--- src/rtl/mps_seq_pkg.sv ---
// mps_seq_pkg: on/off step codes shared by the MPS sequencer and the MPS system FSM.
package mps_seq_pkg;
   typedef enum logic [3:0] {
      ON_IDLE, ON_MC_OFF, ON_MC_OFF_WAIT, ON_MAIN_ON, ON_MAIN_WAIT, ON_PRECHG_ON,
      ON_PRECHG_WAIT, ON_DCLINK_WAIT, ON_DCLINK_STABLE, ON_BYPASS_ON, ON_BYPASS_WAIT,
      ON_PRECHG_OFF, ON_PRECHG_OFF_WAIT, ON_SETTLE, ON_DONE, ON_FAIL
   } on_step_t;
   typedef enum logic [3:0] {OFF_IDLE, OFF_OUT_OFF, OFF_ALL_OFF, OFF_DONE} off_step_t;
   // Contactor feedback {main, precharge, bypass} that releases each wait step
   function automatic logic [2:0] mc_fb_expect(on_step_t s);
      case (s)
         ON_MAIN_WAIT:       return 3'b100;
         ON_PRECHG_WAIT:     return 3'b110;
         ON_BYPASS_WAIT:     return 3'b111;
         ON_PRECHG_OFF_WAIT: return 3'b101;
         default:            return 3'b000;
      endcase
   endfunction
endpackage

--- src/rtl/mps_dwell_timer.sv ---
// mps_dwell_timer: 32-bit step dwell counter, cleared on step entry, saturating at all-ones.
module mps_dwell_timer (
   input  logic        clk,
   input  logic        rst_n,
   input  logic        clear,
   input  logic        enable,
   output logic [31:0] count
);
   always_ff @(posedge clk)
      if (!rst_n || clear) count <= '0;
      else if (enable && count != '1) count <= count + 32'd1;
endmodule

--- src/rtl/mps_op_sequencer.sv ---
// mps_op_sequencer: contactor on/off sequencing for the MPS power stage.
// MPS_MC_FB_CHECK_EN enables feedback/DC-link qualification and the FAIL timeout.
module mps_op_sequencer import mps_seq_pkg::*; #(
   parameter logic [31:0] DLY_CYC    = 32'd1000,
   parameter logic [31:0] FB_TMO_CYC = 32'd100000
) (
   input  logic       i_clk,
   input  logic       i_rst,
   input  logic       i_op_on_flag,
   input  logic       i_op_off_flag,
   input  logic       i_intl_flag,
   input  logic [2:0] i_mc_fb,
   input  logic       i_dc_link_ok,
   output logic [3:0] o_op_on_fsm,
   output logic [3:0] o_op_off_fsm,
   output logic       o_busy,
   output logic [3:0] o_fail_step
);
   on_step_t    on_st, on_nxt;
   off_step_t   off_st, off_nxt;
   logic [31:0] cnt;
   logic        dwell_done;
   assign dwell_done = cnt >= DLY_CYC - 32'd1;
`ifdef MPS_MC_FB_CHECK_EN
   logic tmo;
   assign tmo = cnt >= FB_TMO_CYC - 32'd1;
`else
   logic unused_in;
   assign unused_in = ^{i_mc_fb, i_dc_link_ok, FB_TMO_CYC};
`endif
   always_comb begin
      on_nxt = on_st;
      off_nxt = off_st;
      case (on_st)
         ON_MC_OFF, ON_MAIN_ON, ON_PRECHG_ON, ON_BYPASS_ON, ON_PRECHG_OFF:
            on_nxt = on_step_t'(on_st + 4'd1);
         ON_MC_OFF_WAIT, ON_MAIN_WAIT, ON_PRECHG_WAIT, ON_BYPASS_WAIT, ON_PRECHG_OFF_WAIT:
`ifdef MPS_MC_FB_CHECK_EN
            on_nxt = (dwell_done && i_mc_fb == mc_fb_expect(on_st)) ? on_step_t'(on_st + 4'd1) :
                     tmo ? ON_FAIL : on_st;
`else
            on_nxt = dwell_done ? on_step_t'(on_st + 4'd1) : on_st;
`endif
         ON_DCLINK_WAIT:
`ifdef MPS_MC_FB_CHECK_EN
            on_nxt = i_dc_link_ok ? ON_DCLINK_STABLE : tmo ? ON_FAIL : on_st;
`else
            on_nxt = dwell_done ? ON_DCLINK_STABLE : on_st;
`endif
         ON_DCLINK_STABLE:
`ifdef MPS_MC_FB_CHECK_EN
            // a DC-link drop re-enters DCLINK_WAIT, which restarts its timeout
            on_nxt = !i_dc_link_ok ? ON_DCLINK_WAIT : dwell_done ? ON_BYPASS_ON :
                     tmo ? ON_FAIL : on_st;
`else
            on_nxt = ON_BYPASS_ON;
`endif
         ON_SETTLE:        on_nxt = dwell_done ? ON_DONE : on_st;
         ON_DONE, ON_FAIL: on_nxt = ON_IDLE;
         default: ;
      endcase
      case (off_st)
         OFF_OUT_OFF: off_nxt = dwell_done ? OFF_ALL_OFF : off_st;
         OFF_ALL_OFF: off_nxt = dwell_done ? OFF_DONE : off_st;
         OFF_DONE:    off_nxt = OFF_IDLE;
         default: ;
      endcase
      if (i_op_off_flag && off_st == OFF_IDLE) begin
         off_nxt = OFF_OUT_OFF;
         on_nxt = ON_IDLE;
      end else if (i_intl_flag) on_nxt = ON_IDLE;
      else if (i_op_on_flag && on_st == ON_IDLE && off_st == OFF_IDLE) on_nxt = ON_MC_OFF;
   end
   always_ff @(posedge i_clk)
      if (!i_rst) begin
         on_st <= ON_IDLE;
         off_st <= OFF_IDLE;
         o_busy <= 1'b0;
         o_fail_step <= '0;
      end else begin
         on_st <= on_nxt;
         off_st <= off_nxt;
         o_busy <= on_nxt != ON_IDLE || off_nxt != OFF_IDLE;
         if (on_nxt == ON_FAIL) o_fail_step <= on_st;
         else if (on_st == ON_IDLE && on_nxt == ON_MC_OFF) o_fail_step <= '0;
      end
   assign o_op_on_fsm = on_st;
   assign o_op_off_fsm = off_st;
   mps_dwell_timer u_timer (
      .clk(i_clk),
      .rst_n(i_rst),
      .clear(on_nxt != on_st || off_nxt != off_st),
      .enable(o_busy),
      .count(cnt)
   );
endmodule
--- config.mk ---
export PLATFORM = sky130hd
export DESIGN_NAME = mps_op_sequencer
export DESIGN_NICKNAME = d
export VERILOG_FILES = /design/src/rtl/mps_seq_pkg.sv /design/src/rtl/mps_dwell_timer.sv /design/src/rtl/mps_op_sequencer.sv
export SDC_FILE = /design/constraint.sdc
export NUM_CORES = 1
export LEC_CHECK = 0
export CAP_MARGIN = 10
export CORE_UTILIZATION = 62
export DETAILED_ROUTE_END_ITERATION = 7
export PLACE_DENSITY = 0.84
export SLEW_MARGIN = 30
export SYNTH_ARGS = -nofsm -noshare
export SYNTH_HDL_FRONTEND = slang
export SYNTH_SLANG_ARGS = --single-unit
--- constraint.sdc ---
create_clock -name i_clk -period 8.7 [get_ports i_clk]
set_input_delay 1.305 -clock i_clk [delete_from_list [all_inputs] [get_ports i_clk]]
set_output_delay 1.305 -clock i_clk [all_outputs]
set_load 0.02 [all_outputs]
; Word-level counts from Yosys, hierarchy flattened
; Index checks and enable logic that the tools add are counted.
[word_totals]
reg_bits = 45
latch_bits = 0
mem_bits_rw = 0
rom_bits = 0
elab_cells = 61
mem_count = 0
[classes]
n_addsub = 2
multipliers = 0
div_mod_pow = 0
magnitude_cmp = 1
eq_ne = 23
n_shift = 0
n_mux = 13
bitwise = 0
n_reduce_logical = 17
[op_table]
columns = op, count
row1 = two-way mux 4 bit, 11
row2 = "equality test 4 bit, second input constant", 9
row3 = "adder 32 x 1 -> 32 bit, second input constant", 1
row4 = "greater-or-equal comparator 32 x 10 -> 1 bit, second input constant", 1
row5 = "inequality test 32 bit, second input constant", 1
row6 = case mux 4 bit (6 select lines), 1
row7 = "equality test 4 x 2 -> 1 bit, second input constant", 4
row8 = "equality test 4 x 3 -> 1 bit, second input constant", 4
row9 = "equality test 4 x 1 -> 1 bit, second input constant", 3
row10 = case mux 4 bit (3 select lines), 1
row11 = OR reduction 5 bit, 2
row12 = logical NOT 4 bit, 2
row13 = inequality test 4 bit, 2
row14 = nonzero test 4 bit, 2
row15 = logical AND 1 bit, 5
row16 = "adder 4 x 1 -> 4 bit, second input constant", 1
row17 = logical OR 1 bit, 3
row18 = nonzero test 2 bit, 1
row19 = OR reduction 2 bit, 1
row20 = logical NOT 1 bit, 1

; Logic depth before layout (Yosys ltp)
[logic_depth]
ltp_word = 10
depth_mapped = 13

; Modules after synthesis
; A second synthesis with hierarchy kept.
[hier_totals]
cells_unflattened = 350
area_unflattened_um2 = 2891.5
[by_module_without_submodules]
columns = mod, instances, cells_each, area_per_inst_um2, seq_area_each_um2
row1 = mps_dwell_timer, 1, 195, 1667.8, 640.6
row2 = mps_op_sequencer, 1, 155, 1223.7, 260.2

; Worst setup path before layout
; Ideal clock, no wire load.
[synth_timing]
path_kind = register to register
from = reg u_timer.count[0]
to = reg u_timer.count[18]
arrival_time_ns = 3.411
setup_slack_ns = 5.227
path_stages_with_launch = 14
n_path_buf = 2
synth_period_minus_slack_ns = 3.473
cell_sequence = dfxtp_1 ha_1 a211oi_1 or4b_1 and3_1 buf_6 ha_1 a32o_1 or4_4 and3_4 a2111oi_4 nand4_4 buf_6 nor2_2
[synth_via]
elab_chain_len = 9
elab_cells_between_ends = 19
classes_between = add/sub (1) / order compare (1) / eq/ne (3) / mux (11) / reduce/logical (3)
[synth_rtl]
columns = item, line_no
row1 = start: declaration, mps_dwell_timer.sv:7  ; output logic [31:0] count
row2 = start signal: assignment, mps_dwell_timer.sv:11  ; else if (enable && count != '1) count <= count + 32'd1;
row3 = greater-or-equal comparator 32 x 10 -> 1 bit, mps_op_sequencer.sv:23  ; assign dwell_done = cnt >= DLY_CYC - 32'd1;
row4 = two-way mux 4 bit (on tied branches), "mps_op_sequencer.sv:58, mps_op_sequencer.sv:42, mps_op_sequencer.sv:48"
row5 = case mux 4 bit (6 select lines), mps_op_sequencer.sv:34  ; case (on_st)
row6 = two-way mux 4 bit, mps_op_sequencer.sv:72  ; else if (i_op_on_flag && on_st == ON_IDLE && off_st == OFF_IDLE) on_nxt = ON_MC_OFF;
row7 = two-way mux 4 bit, mps_op_sequencer.sv:71  ; end else if (i_intl_flag) on_nxt = ON_IDLE;
row8 = two-way mux 4 bit, mps_op_sequencer.sv:68  ; if (i_op_off_flag && off_st == OFF_IDLE) begin
row9 = inequality test 4 bit, mps_op_sequencer.sv:92  ; .clear(on_nxt != on_st || off_nxt != off_st),
row10 = logical OR 1 bit, mps_op_sequencer.sv:92
row11 = logical OR 1 bit, mps_dwell_timer.sv:10  ; if (!rst_n || clear) count <= '0;
; Parallel ways exist; a longest one is shown, timed or not.
; A chain may end at the register's enable or synchronous reset.

; Worst setup path after layout
[layout_timing]
from = reg u_timer.count[0]
to = reg u_timer.count[1]
; The elaborated chain is that of the path after synthesis.

==> reports/results.md <==
| Step | Result | Reported |
|:---|:---|:---|
| clock network | Clock sink count | 45 |
| setup path | Element type at the critical path end | flop |
| sta | Hold WS | 0.5118 ns |
| global route | Total overflow reported by the global router | 0 |
| sta | Unrepaired setup endpoints after global routing | false |
| setup path | Arrival time reported for the critical path endpoint | 4.40 ns |
| clock network | Num CTS Buffers | 5 |
| clock network | Insertion delay to the later sink of the worst-skew pair | 0.31 ns |
| final layout | Layout fillers | 335 |
| setup path | Critical path fanouts, max | 32 |
| yosys | Post-synth top area cell | sky130_fd_sc_hd__dfxtp_1 |
| final layout | Fraction of final layout cells sized beyond drive strength 1 | 8.869% |
| floorplan | Total die area | 4529 um^2 |
| clock network | Number of buffers inserted for hold repair after clock tree synthesis | 0 |
| final layout | Ant. Diodes | 0 |
| routing | Drt total wl | 5.792 mm |
| sta | Hold violation count in the final report | 0 |
| floorplan | DIE HEIGHT | 67.30 um |
| routing | Number of DRC markers in iteration 0 | 203 |
| placed design | Buffers on Ports | 17 |
| placed design | DP HPWL | 3.974 mm |
| sta | Clock skew | 0.01097 ns |
| sta | Setup TNS | 0 ns |
| setup path | Library cell contributing the largest single delay on the critical path | sky130_fd_sc_hd__or4b_1 |
| pwr | Power per cell area | 134.8 nW/um^2 |
| setup path | Worst path max stage delay | 0.59 ns |
| routing | Routed vias | 2348 |
| setup path | Required time of the critical path | 8.93 ns |
| sta | Post-layout min period | 4.168 ns |
| yosys | Gate count of the mapped netlist | 315 |
| floorplan | I/O pin total | 22 |
| outcome | Outcome | completed |
| global route | Number of antenna violations at the first check in global routing | 0 |
| routing | Number of remaining DRC errors | 0 |
| sta | F_max | 0.2399 GHz |
| global route | Global-route wire length before repair | 9.466 mm |
| global route | Maximum number of pins on one net before global-route repair | 33 |
| min path | Worst hold-check path type | flop to flop |
| yosys | Number of nets produced by synthesis | 330 |
| final layout | Most common cell after layout, fill and taps aside | sky130_fd_sc_hd__dfxtp_1 |
| sta | Tightest Pin Transition | 0.7779 ns |
| yosys | Most area-consuming cells after synthesis | sky130_fd_sc_hd__dfxtp_1 34%, sky130_fd_sc_hd__xor2_1 7.0%, sky130_fd_sc_hd__nor2_1 5.7% |
| sta | Number of failing setup endpoints in the final timing report | 0 |
| clock network | Buffer depth of the longest clock path | 2 |
| floorplan | Core outline area | 4058 um^2 |
| yosys | Number of enable-type register cells in the synthesized netlist | 0 |
| yosys | Fraction of synthesis flops using an asynchronous set or reset pin | 0% |
| yosys | Synth warn | 0 |
| global route | Via count of the first global-routing pass | 2039 |
| clock network | Number of resized instances in the post-cts repair step | 0 |
| yosys | Post-synthesis sequential area ratio | 34.07% |
| final layout | Area added between synthesis and finish | 10.08% |
| routing | Number of nets with antenna violations after routing | 0 |
| routing | Routed wire length per instance | 15.36 um |
| yosys | Total standard cell area after synthesis | 2644 um^2 |
| sta | Final number of max-transition violations | 0 |
| yosys | Unique masters post-synth | 48 |
| setup path | Worst Setup Start Kind | flop |
| floorplan | Starting utilization of the core area | 65.16% |
| routing | Count of TritonRoute iterations in the first routing pass | 5 |
| yosys | Portion of synthesized cell area occupied by the leading cell type | 34.07% |
| floorplan | Horizontal extent of the die | 67.30 um |
| final layout | Commonest non-fill, non-tap cells in the layout | 45 x sky130_fd_sc_hd__dfxtp_1, 40 x sky130_fd_sc_hd__nor2_1, 29 x sky130_fd_sc_hd__nand2_1, 21 x sky130_fd_sc_hd__xor2_1, 17 x sky130_fd_sc_hd__clkdlybuf4s50_1 |
| setup path | Most used cell, CP | sky130_fd_sc_hd__ha_1 |
| yosys | Predominant post-synthesis flop cell | sky130_fd_sc_hd__dfxtp_1 |
| clock network | Post-CTS Setup Bufs | 0 |
| sta | Tcrit/Tclk final | 47.91% |
| floorplan | Number of placement rows | 23 |
| yosys | Average instance area after synthesis | 8.393 um^2 |
| clock network | TritonCTS clock tree | done |
| final layout | Final nets | 341 |
| placed design | Routability congestion estimate | 0.8738 |
| job | Number of max-cap violations | 0 |
| clock network | H-tree depth | 2 |
| pwr | Worst VDD drop | 0.09988 mV |
| clock network | Root buffer cell | sky130_fd_sc_hd__clkbuf_8 |
| yosys | Synthesized flop and latch total | 45 |
| setup path | Critical path class | flop to flop |
| setup path | Sequence of cells on the critical path | ha_1 > a211oi_1 > or4b_1 > and3_1 > ha_1 > a32o_1 > or4_4 > and3_4 > a2111oi_4 > nand4_4 > a21oi_1 |
| pwr | Post-layout total power | 392.2 uW |
| routing | Drt via density | 6.228 |
| clock network | Clock transition at the registers of the reported paths | 0.09 ns |
| sta | Worst max-slew margin expressed relative to the limit | 47.66% |
| global route | Total track usage | 27.83% |
| pwr | Leakage | 0.9624 nW |
[critical path: cells and delay by family (launching register included)]
kind	cells	cell delay, ns
simple gates	5	2.16
flops	1	0.40
compound gates	4	0.98
fa+ha+maj	2	0.56
[cells in the mapped netlist, types with 6 or more instances]
cell                        n
sky130_fd_sc_hd__dfxtp_1   45
sky130_fd_sc_hd__ha_1       6
sky130_fd_sc_hd__clkbuf_1   6
sky130_fd_sc_hd__xnor2_1   13
sky130_fd_sc_hd__nor2_2    10
sky130_fd_sc_hd__and4_1     9
sky130_fd_sc_hd__nor3_1     9
sky130_fd_sc_hd__o21ai_0    8
sky130_fd_sc_hd__nand4_1   11
sky130_fd_sc_hd__and2_1     9
sky130_fd_sc_hd__nand3_1   14
sky130_fd_sc_hd__inv_1      8
sky130_fd_sc_hd__nor2_1    40
sky130_fd_sc_hd__xor2_1    21
sky130_fd_sc_hd__nor4_1     9
sky130_fd_sc_hd__a21oi_1    9
sky130_fd_sc_hd__nand2_1   29
[layout make-up]
type	instances	area [um^2]	share of cell area, %
tap	50	62.56	2.150
clock buffer	7	96.34	3.310
timing repair buffer	18	177.7	6.105
sequential	45	900.9	30.95
multi-input combinational	248	1634	56.15
clock inverter	1	8.758	0.3009
inverter	8	30.03	1.032
[registers in the layout, summed over array words and instances (netlist names)]
name           count
u_timer.count     32
o_fail_step        4
o_op_off_fsm       4
o_op_on_fsm        4
o_busy             1
[metrics by stage]
step / setup slack, ns / std cells / util, % / area [um^2]
5_1_grt: 4.287 / 377 / 71.72 / 2910
3_5_place_dp: 4.554 / 369 / 69.13 / 2805
3_3_place_gp: 4.606 / 369 / 68.92 / 2796
2_1_floorplan: 5.227 / 315 / - / 2644
6_report: 4.532 / 377 / 71.72 / 2910
4_1_cts: 4.537 / 377 / 71.72 / 2910
[cell families (layout without fill, tap and decap cells)]
| family | after synthesis | count (layout) | share of synthesized area [%] |
|---|---|---|---|
| buffers and inverters | 22 | 34 | 4.685 |
| and+or+nand+nor | 165 | 165 | 34.31 |
| AOI/OAI and AO/OA | 42 | 42 | 12.26 |
| DFF | 45 | 45 | 34.07 |
| xor gates and xnor gates | 34 | 34 | 11.26 |
| muxes | 1 | 1 | 0.5677 |
| adders and majority gates | 6 | 6 | 2.839 |
[power breakdown]
group	total, mW	switching (mW)	internal (mW)
combinational	0.0336	0.0208	0.0128
clock	0.148	0.0743	0.0734
sequential	0.211	0.00329	0.208
total	0.392	0.0984	0.294
[metal layers]
metal  track usage [%]  vias to the layer above  share of wire, %
li1                  -                     1147                 -
met1             38.77                     1124                49
met2             42.13                       67                45
met3             6.081                       10               4.6
met4             9.574                        0               1.5
met5                 0                        -                 0
[final timing paths]
path,from,endpoint,slack (ns),depth (start not counted)
setup / recovery,u_timer.count[0],u_timer.count[1],4.53,11
hold / removal,o_fail_step[3],o_fail_step[3],0.51,1
setup reg to reg,u_timer.count[0],u_timer.count[1],4.53,11
hold reg to reg,o_fail_step[3],o_fail_step[3],0.51,1
Power figures use the tool's default switching activity.
